===== config.mk =====
export PLATFORM = sky130hd
export DESIGN_NAME = inst_axi_rd_bridge
export DESIGN_NICKNAME = d
export VERILOG_FILES = /design/src/rtl/inst_axi_rd_bridge.sv
export SDC_FILE = /design/constraint.sdc
export NUM_CORES = 1
export LEC_CHECK = 0
export CAP_MARGIN = 20
export CORE_ASPECT_RATIO = 0.8
export CORE_MARGIN = 3
export CORE_UTILIZATION = 40
export CTS_BUF_LIST = sky130_fd_sc_hd__clkbuf_8 sky130_fd_sc_hd__clkbuf_16
export DETAILED_ROUTE_END_ITERATION = 12
export DONT_BUFFER_PORTS = 1
export SKIP_LAST_GASP = 1
export SLEW_MARGIN = 5
export SYNTH_ARGS = -nofsm -noshare
export SYNTH_HDL_FRONTEND = slang
export SYNTH_SLANG_ARGS = --single-unit

===== constraint.sdc =====
create_clock -name clk -period 7.7 [get_ports clk]
set_input_delay 0.77 -clock clk [delete_from_list [all_inputs] [get_ports clk]]
set_output_delay 0.77 -clock clk [all_outputs]
set_load 0.01 [all_outputs]

===== src/rtl/inst_axi_rd_bridge.sv =====
// Bridges the fetch stage's SRAM-like instruction port onto AXI4 AR/R read channels.
// Optional 1-entry R buffer enabled by defining INST_AXI_RBUF_EN.
module inst_axi_rd_bridge #(
    parameter int unsigned MAX_OUTST = 4,
    parameter logic [3:0]  AXI_ID    = 4'd0
) (
    input  logic        clk,
    input  logic        resetn,

    input  logic        inst_sram_req,
    input  logic        inst_sram_wr,
    input  logic [1:0]  inst_sram_size,
    input  logic [31:0] inst_sram_addr,
    input  logic [3:0]  inst_sram_wstrb,
    input  logic [31:0] inst_sram_wdata,
    output logic        inst_sram_addr_ok,
    output logic        inst_sram_data_ok,
    output logic [31:0] inst_sram_rdata,

    output logic [3:0]  arid,
    output logic [31:0] araddr,
    output logic [7:0]  arlen,
    output logic [2:0]  arsize,
    output logic [1:0]  arburst,
    output logic [1:0]  arlock,
    output logic [3:0]  arcache,
    output logic [2:0]  arprot,
    output logic        arvalid,
    input  logic        arready,

    input  logic [3:0]  rid,
    input  logic [31:0] rdata,
    input  logic [1:0]  rresp,
    input  logic        rlast,
    input  logic        rvalid,
    output logic        rready,

    output logic        wr_req_err
);

    localparam logic [7:0] MaxOutst = 8'(MAX_OUTST);

    logic        arvalid_q, arvalid_d;
    logic [31:0] araddr_q,  araddr_d;
    logic [2:0]  arsize_q,  arsize_d;
    logic [7:0]  cnt_q,     cnt_d;
    logic        err_q,     err_d;

    logic        ar_free;
    logic        accept;
    logic        data_ok_w;
    logic        cnt_dec;

    // Write-side and response-id/resp inputs carry nothing this read-only bridge needs.
    logic        unused_inputs;
    assign unused_inputs = ^{inst_sram_wstrb, inst_sram_wdata, rid, rresp};

`ifdef INST_AXI_RBUF_EN
    logic        buf_v_q, buf_v_d;
    logic [31:0] buf_q,   buf_d;
    logic        r_capture;

    // IF always consumes data_ok, so the buffer can refill in the cycle it drains.
    assign data_ok_w       = resetn & buf_v_q;
    assign rready          = ~buf_v_q | data_ok_w;
    assign r_capture       = rvalid & rready & rlast;
    assign inst_sram_rdata = buf_q;

    always_comb begin
        buf_v_d = buf_v_q;
        buf_d   = buf_q;
        if (r_capture) begin
            buf_v_d = 1'b1;
            buf_d   = rdata;
        end else if (data_ok_w) begin
            buf_v_d = 1'b0;
        end
    end

    always_ff @(posedge clk or negedge resetn) begin
        if (!resetn) begin
            buf_v_q <= 1'b0;
            buf_q   <= '0;
        end else begin
            buf_v_q <= buf_v_d;
            buf_q   <= buf_d;
        end
    end
`else
    assign rready          = 1'b1;
    assign data_ok_w       = resetn & rvalid & rlast;
    assign inst_sram_rdata = rdata;
`endif

    // A returning beat frees its credit in the same cycle, so a full window can still accept.
    always_comb begin
        ar_free = ~arvalid_q | arready;
        accept  = resetn & inst_sram_req & ~inst_sram_wr & ar_free
                  & ((cnt_q < MaxOutst) | data_ok_w);
        cnt_dec = data_ok_w & (cnt_q != 8'd0);
    end

    always_comb begin
        arvalid_d = arvalid_q;
        araddr_d  = araddr_q;
        arsize_d  = arsize_q;
        cnt_d     = cnt_q + 8'(accept) - 8'(cnt_dec);
        err_d     = err_q | (inst_sram_req & inst_sram_wr);
        if (accept) begin
            arvalid_d = 1'b1;
            araddr_d  = inst_sram_addr;
            arsize_d  = {1'b0, inst_sram_size};
        end else if (arready) begin
            arvalid_d = 1'b0;
        end
    end

    always_ff @(posedge clk or negedge resetn) begin
        if (!resetn) begin
            arvalid_q <= 1'b0;
            araddr_q  <= '0;
            arsize_q  <= '0;
            cnt_q     <= '0;
            err_q     <= 1'b0;
        end else begin
            arvalid_q <= arvalid_d;
            araddr_q  <= araddr_d;
            arsize_q  <= arsize_d;
            cnt_q     <= cnt_d;
            err_q     <= err_d;
        end
    end

    assign inst_sram_addr_ok = accept;
    assign inst_sram_data_ok = data_ok_w;

    assign arid    = AXI_ID;
    assign araddr  = araddr_q;
    assign arlen   = 8'd0;
    assign arsize  = arsize_q;
    assign arburst = 2'b01;
    assign arlock  = 2'b00;
    assign arcache = 4'b0000;
    assign arprot  = 3'b000;
    assign arvalid = arvalid_q;

    assign wr_req_err = err_q;

endmodule


==> results of run 1 <==
[metal layers]
layer	part of all wire (%)	vias to the layer above
li1	-	500
met5	0	-
met1	35	549
met2	53	81
met3	12	4
met4	0.26	0
[metrics by stage]
stage	power, W	hold WS [ns]	util (%)
floorplan	0.000740	0.474	-
global placement	0.000757	0.476	38.0
detailed placement	0.000788	0.476	38.0
CTS	0.000931	0.157	39.4
global route	0.000999	0.141	39.4
finish	0.000917	0.171	39.4
[cells by family (layout without fill, tap and decap cells)]
logic type      after synthesis  count (layout)  share of synthesized area, %
compound gates               13              13                          3.44
xor+xnor                      6               6                          2.19
fa+ha+maj                    15              15                          8.12
buf+inv                      71              19                          20.9
flops                        44              44                          45.8
mux                          34              34                          15.9
other cells                   2              25                         0.312
simple gates                 12              12                          3.28
[where the power goes]
| part | internal (W) | switching [W] |
|---|---|---|
| registers | 0.000348 | 0.000112 |
| logic | 0.000164 | 0.000159 |
| clock network | 0.0000614 | 0.0000732 |
| total | 0.000573 | 0.000345 |
[state kept, by name, summed over array words and instances, names as in the netlist]
signal,flops
arsize,2
araddr,32
wr_req_err,1
arvalid,1
cnt_q,8
[how the worst max path moves through the flow]
stage,startpoint,endpoint,depth (start not counted)
3_3_place_gp,rlast,cnt_q[6],11
3_5_place_dp,rlast,cnt_q[6],11
6_report,cnt_q[4],cnt_q[6],14
2_1_floorplan,rlast,cnt_q[6],11
5_1_grt,cnt_q[4],cnt_q[6],14
4_1_cts,cnt_q[4],cnt_q[6],14
[placed cells by master, fill, tap and decap left out, types with 3 or more instances in the layout]
cell       n
mux2_1     3
ha_1      14
conb_1    25
nor2b_1    4
inv_1     11
xor2_1     5
dfrtp_1   44
mux2_2    31
a21oi_1    5
clkbuf_8   5
[area by class of cell]
| type | instances | area [µm²] | area share, % |
|---|---|---|---|
| Clock buffer | 5 | 68.8 | 3.11 |
| Timing Repair Buffer | 1 | 7.51 | 0.339 |
| Sequential cell | 44 | 1100 | 49.7 |
| Inverter | 11 | 41.3 | 1.86 |
| Tap cell | 78 | 97.6 | 4.41 |
| Multi-Input combinational cell | 105 | 886 | 40.0 |
| Clock inverter | 2 | 12.5 | 0.565 |
==> run metrics, run 1 <==
CTS hold repair buffers=0; Detail Route Antenna Nets=0; CTS Root Cell=clkbuf_8; Commonest cells post-synth=buf_4, dfrtp_1, mux2_2, ha_1, inv_1; H-tree depth=2; crit end category=flop; Setup CP Type=flop to flop; Tmin final=3.09 ns; Synth top area share=45.8%; DP Cell Count=239; IO Port Bufs=0; DP Wirelength=2820 µm; most frequent CP cell=a21oi_1; P&R area growth vs syn=-7.86%; GP Congestion=0.647; Hold Crit Class=input pin to async pin; sequential area share after synthesis=45.8%; initial DRC count=21; gr ovfl total=0; Yosys top cell by area=dfrtp_1; largest net degree at the start of global routing=47; Setup Buffers After CTS=0; global routing's busiest layer=met2; routed via count=1134; DRT Pass-1 Iters=4; Post-synth top flop=dfrtp_1; CTS Sinks=44; # rows=24; Die Wd=92.7 µm; Final Max Slew Viols=0; max frequency=324 MHz; wire length per cell=15.4 µm; Netlist cell types=26; cells on worst reg2reg path=14; Clk Latency, worst-skew pair=0.28 ns; CP cell instances=inv_1, ha_1, nor2b_1, o21ai_1, a21oi_1, nor4_4, buf_4, ha_1, fa_1, a21oi_1, o21bai_1, a21oi_1, o21bai_1, xor2_1; mapped cell area=2400 µm²; top fanout value on the critical path=37; CP arrival=3.30 ns; Fin. Hold Viols=0; static leakage=1.04 nW; met3 Usage GRT=6.52%; Core ar.=5620 µm²; die area=6980 µm²; PD cells=414 nW/µm²; crit path buf inv count=2; Post-synth EDFFs=0; Post-Place Cell Area=2130 µm²; CTS tree=done; dpl ws=4.49 ns; Worst IR Drop VDD=0.158 mV; critical path's slowest cell=buf_4; first-pass GRT wire length=5820 µm; diode count=0; Max Cap Viol=0; Via density=4.61; flop2flop setup slack=4.61 ns; vias in the first global route=1247; post-cts sizing count=0; initial antenna violation count=0; Reg2Reg Launch Point=cnt_q[4]; CP top delay family=compound AO/OA/AOI/OAI gates; final worst slack=4.61 ns; unrepaired setup endpoints after global routing=no; Final Skew=0.00507 ns; yosys warns=0; final setup TNS=0 ns; top cells by area, synth=dfrtp_1, buf_4, mux2_2; Data required, critical path=7.91 ns; cells after synthesis=197; initial core utilization=42.8%; Worst setup SP type=flop; crit-path max cell delay=0.45 ns; fin cells=246; CTS Buf Count=5; Final period util=40.1%; routed wire length=3790 µm; clk buf depth=2; post-route cell area=2210 µm²; Final setup viols=0; fraction of layout cells with a size suffix above 1=24.4%; count leader, synth=buf_4; post-synthesis register bit count=44; met1 GRT Util=11.2%; Filler Cell Count=551; I/O pin total=210; met2 usage=18.7%; synthesized area per cell=12.2 µm²; number of remaining DRC errors=0; overall routing resource usage=10.8%; clock-pin slew on the worst setup and hold paths=0.08 ns; asr flop ratio synth=100%; r2r endpoint=cnt_q[6]; Vert. Die Dim=75.3 µm; status=completed; Post-layout nets=298
Power figures use the tool's default switching activity.
==> run 2, diff against run 1 <==
Clock period 7.7 ns to 3.14 ns, I/O delays scaled along.
==> run metrics, run 2 (synthesis gave the netlist of run 1 again) <==
CTS Buf Count=5; DRT Pass-1 Iters=4; Worst IR Drop VDD=0.384 mV; # rows=24; most common cell after layout, fill and taps aside=dfrtp_1; DP Cell Count=239; Hold Crit Class=input pin to flop; CTS Sinks=44; die area=6980 µm²; Post-layout nets=300; Data required, critical path=3.31 ns; Worst setup SP type=flop; routed wire length=3890 µm; gr ovfl total=0; Clk Latency, worst-skew pair=0.29 ns; number of remaining DRC errors=0; fraction of layout cells with a size suffix above 1=24.7%; r2r endpoint=cnt_q[6]; dpl ws=0.401 ns; CTS Root Cell=clkbuf_8; max reg flops=32; CTS tree=done; met1 GRT Util=12.8%; IO Port Bufs=0; Vert. Die Dim=75.3 µm; Critical path origin=cnt_q[4]; top fanout value on the critical path=3; Fin. Hold Viols=0; status=completed; met3 Usage GRT=6.71%; vias in the first global route=1275; clk buf depth=2; Final period util=87.3%; static leakage=1.05 nW; overall routing resource usage=11.2%; Worst Setup EP=cnt_q[6]; P&R area growth vs syn=-6.30%; commonest cells after routing, fill and taps aside=dfrtp_1, mux2_2, conb_1; flop2flop setup slack=0.40 ns; Final setup viols=0; Die Wd=92.7 µm; final setup TNS=0 ns; first-pass GRT wire length=6050 µm; global routing's busiest layer=met2; crit end category=flop; Max Cap Viol=0; final worst slack=0.397 ns; Worst Hold Launch=inst_sram_req; largest net degree at the start of global routing=45; Detail Route Antenna Nets=0; Filler Cell Count=541; H-tree depth=2; Setup CP Type=flop to flop; CP arrival=2.92 ns; post-cts sizing count=0; fin cells=248; cells on worst reg2reg path=13; GP Congestion=0.690; Core ar.=5620 µm²; Tmin final=2.74 ns; I/O pin total=210; diode count=0; met2 usage=17.8%; initial antenna violation count=0; initial core utilization=42.8%; routed via count=1153; max frequency=365 MHz; Reg2Reg Launch Point=cnt_q[4]; Via density=4.65; Final Skew=0.00241 ns; initial DRC count=36; unrepaired setup endpoints after global routing=no; wire length per cell=15.7 µm; clock-pin slew on the worst setup and hold paths=0.08 ns; Final Max Slew Viols=0; DP Wirelength=2880 µm; PD cells=1000 nW/µm²
==> run 2: how the worst min path moves through the flow <==
stage / end / slack, ns / depth (start not counted)
5_1_grt: wr_req_err / 0.12 / 1
6_report: wr_req_err / 0.14 / 1
3_3_place_gp: araddr[8] / 0.02 / 0
4_1_cts: wr_req_err / 0.13 / 1
3_5_place_dp: araddr[8] / 0.02 / 0
2_1_floorplan: araddr[0] / 0.02 / 0
==> run 2: power by group <==
group / internal [W] / leakage (nW) / switching (W)
registers: 0.000852 / 0.528 / 0.000280
clock network: 0.000151 / 0.0400 / 0.000182
logic: 0.000403 / 0.485 / 0.000392
==> run 2: metrics by stage <==
step                      hold slack [ns]  power [W]  utilization [%]  instance area [µm²]
after global routing                0.120    0.00246             40.1                 2250
final                               0.139    0.00226             40.1                 2250
after CTS                           0.128    0.00230             40.1                 2250
after global placement             0.0197    0.00186             38.0                 2130
after detailed placement           0.0196    0.00193             38.0                 2130
after floorplan                    0.0184    0.00181                -                 2490
==> run 2: worst max-delay path, stage by stage, from the launching register on <==
cell	delay, ns
dfrtp_1	0.39
inv_1	0.11
ha_1	0.18
nand3_1	0.08
o31a_1	0.24
ha_1	0.27
inv_1	0.04
ha_1	0.20
fa_1	0.42
a21oi_1	0.18
o21bai_1	0.12
a21oi_1	0.18
o21bai_1	0.09
xor2_1	0.14
==> run 2: final cells by class <==
type / instances / area, µm² / area share [%]
sequential: 44 / 1100 / 48.9
multi-input combinational: 105 / 886 / 39.3
tap: 78 / 97.6 / 4.33
clock buffer: 5 / 68.8 / 3.06
timing repair buffer: 3 / 45.0 / 2.00
inverter: 11 / 41.3 / 1.83
clock inverter: 2 / 12.5 / 0.556
==> run 2: per-layer routing <==
layer	vias to the layer above	wire length, µm
met4	0	27
li1	506	-
met5	-	0
met2	77	1950
met1	564	1370
met3	6	543
==> run 2: repair_timing <==
action                     in CTS  in global routing
buffers inserted                0                  0
setup endpoints to repair       0                  0
hold buffers                    2                  0
hold endpoints to repair       44                  0
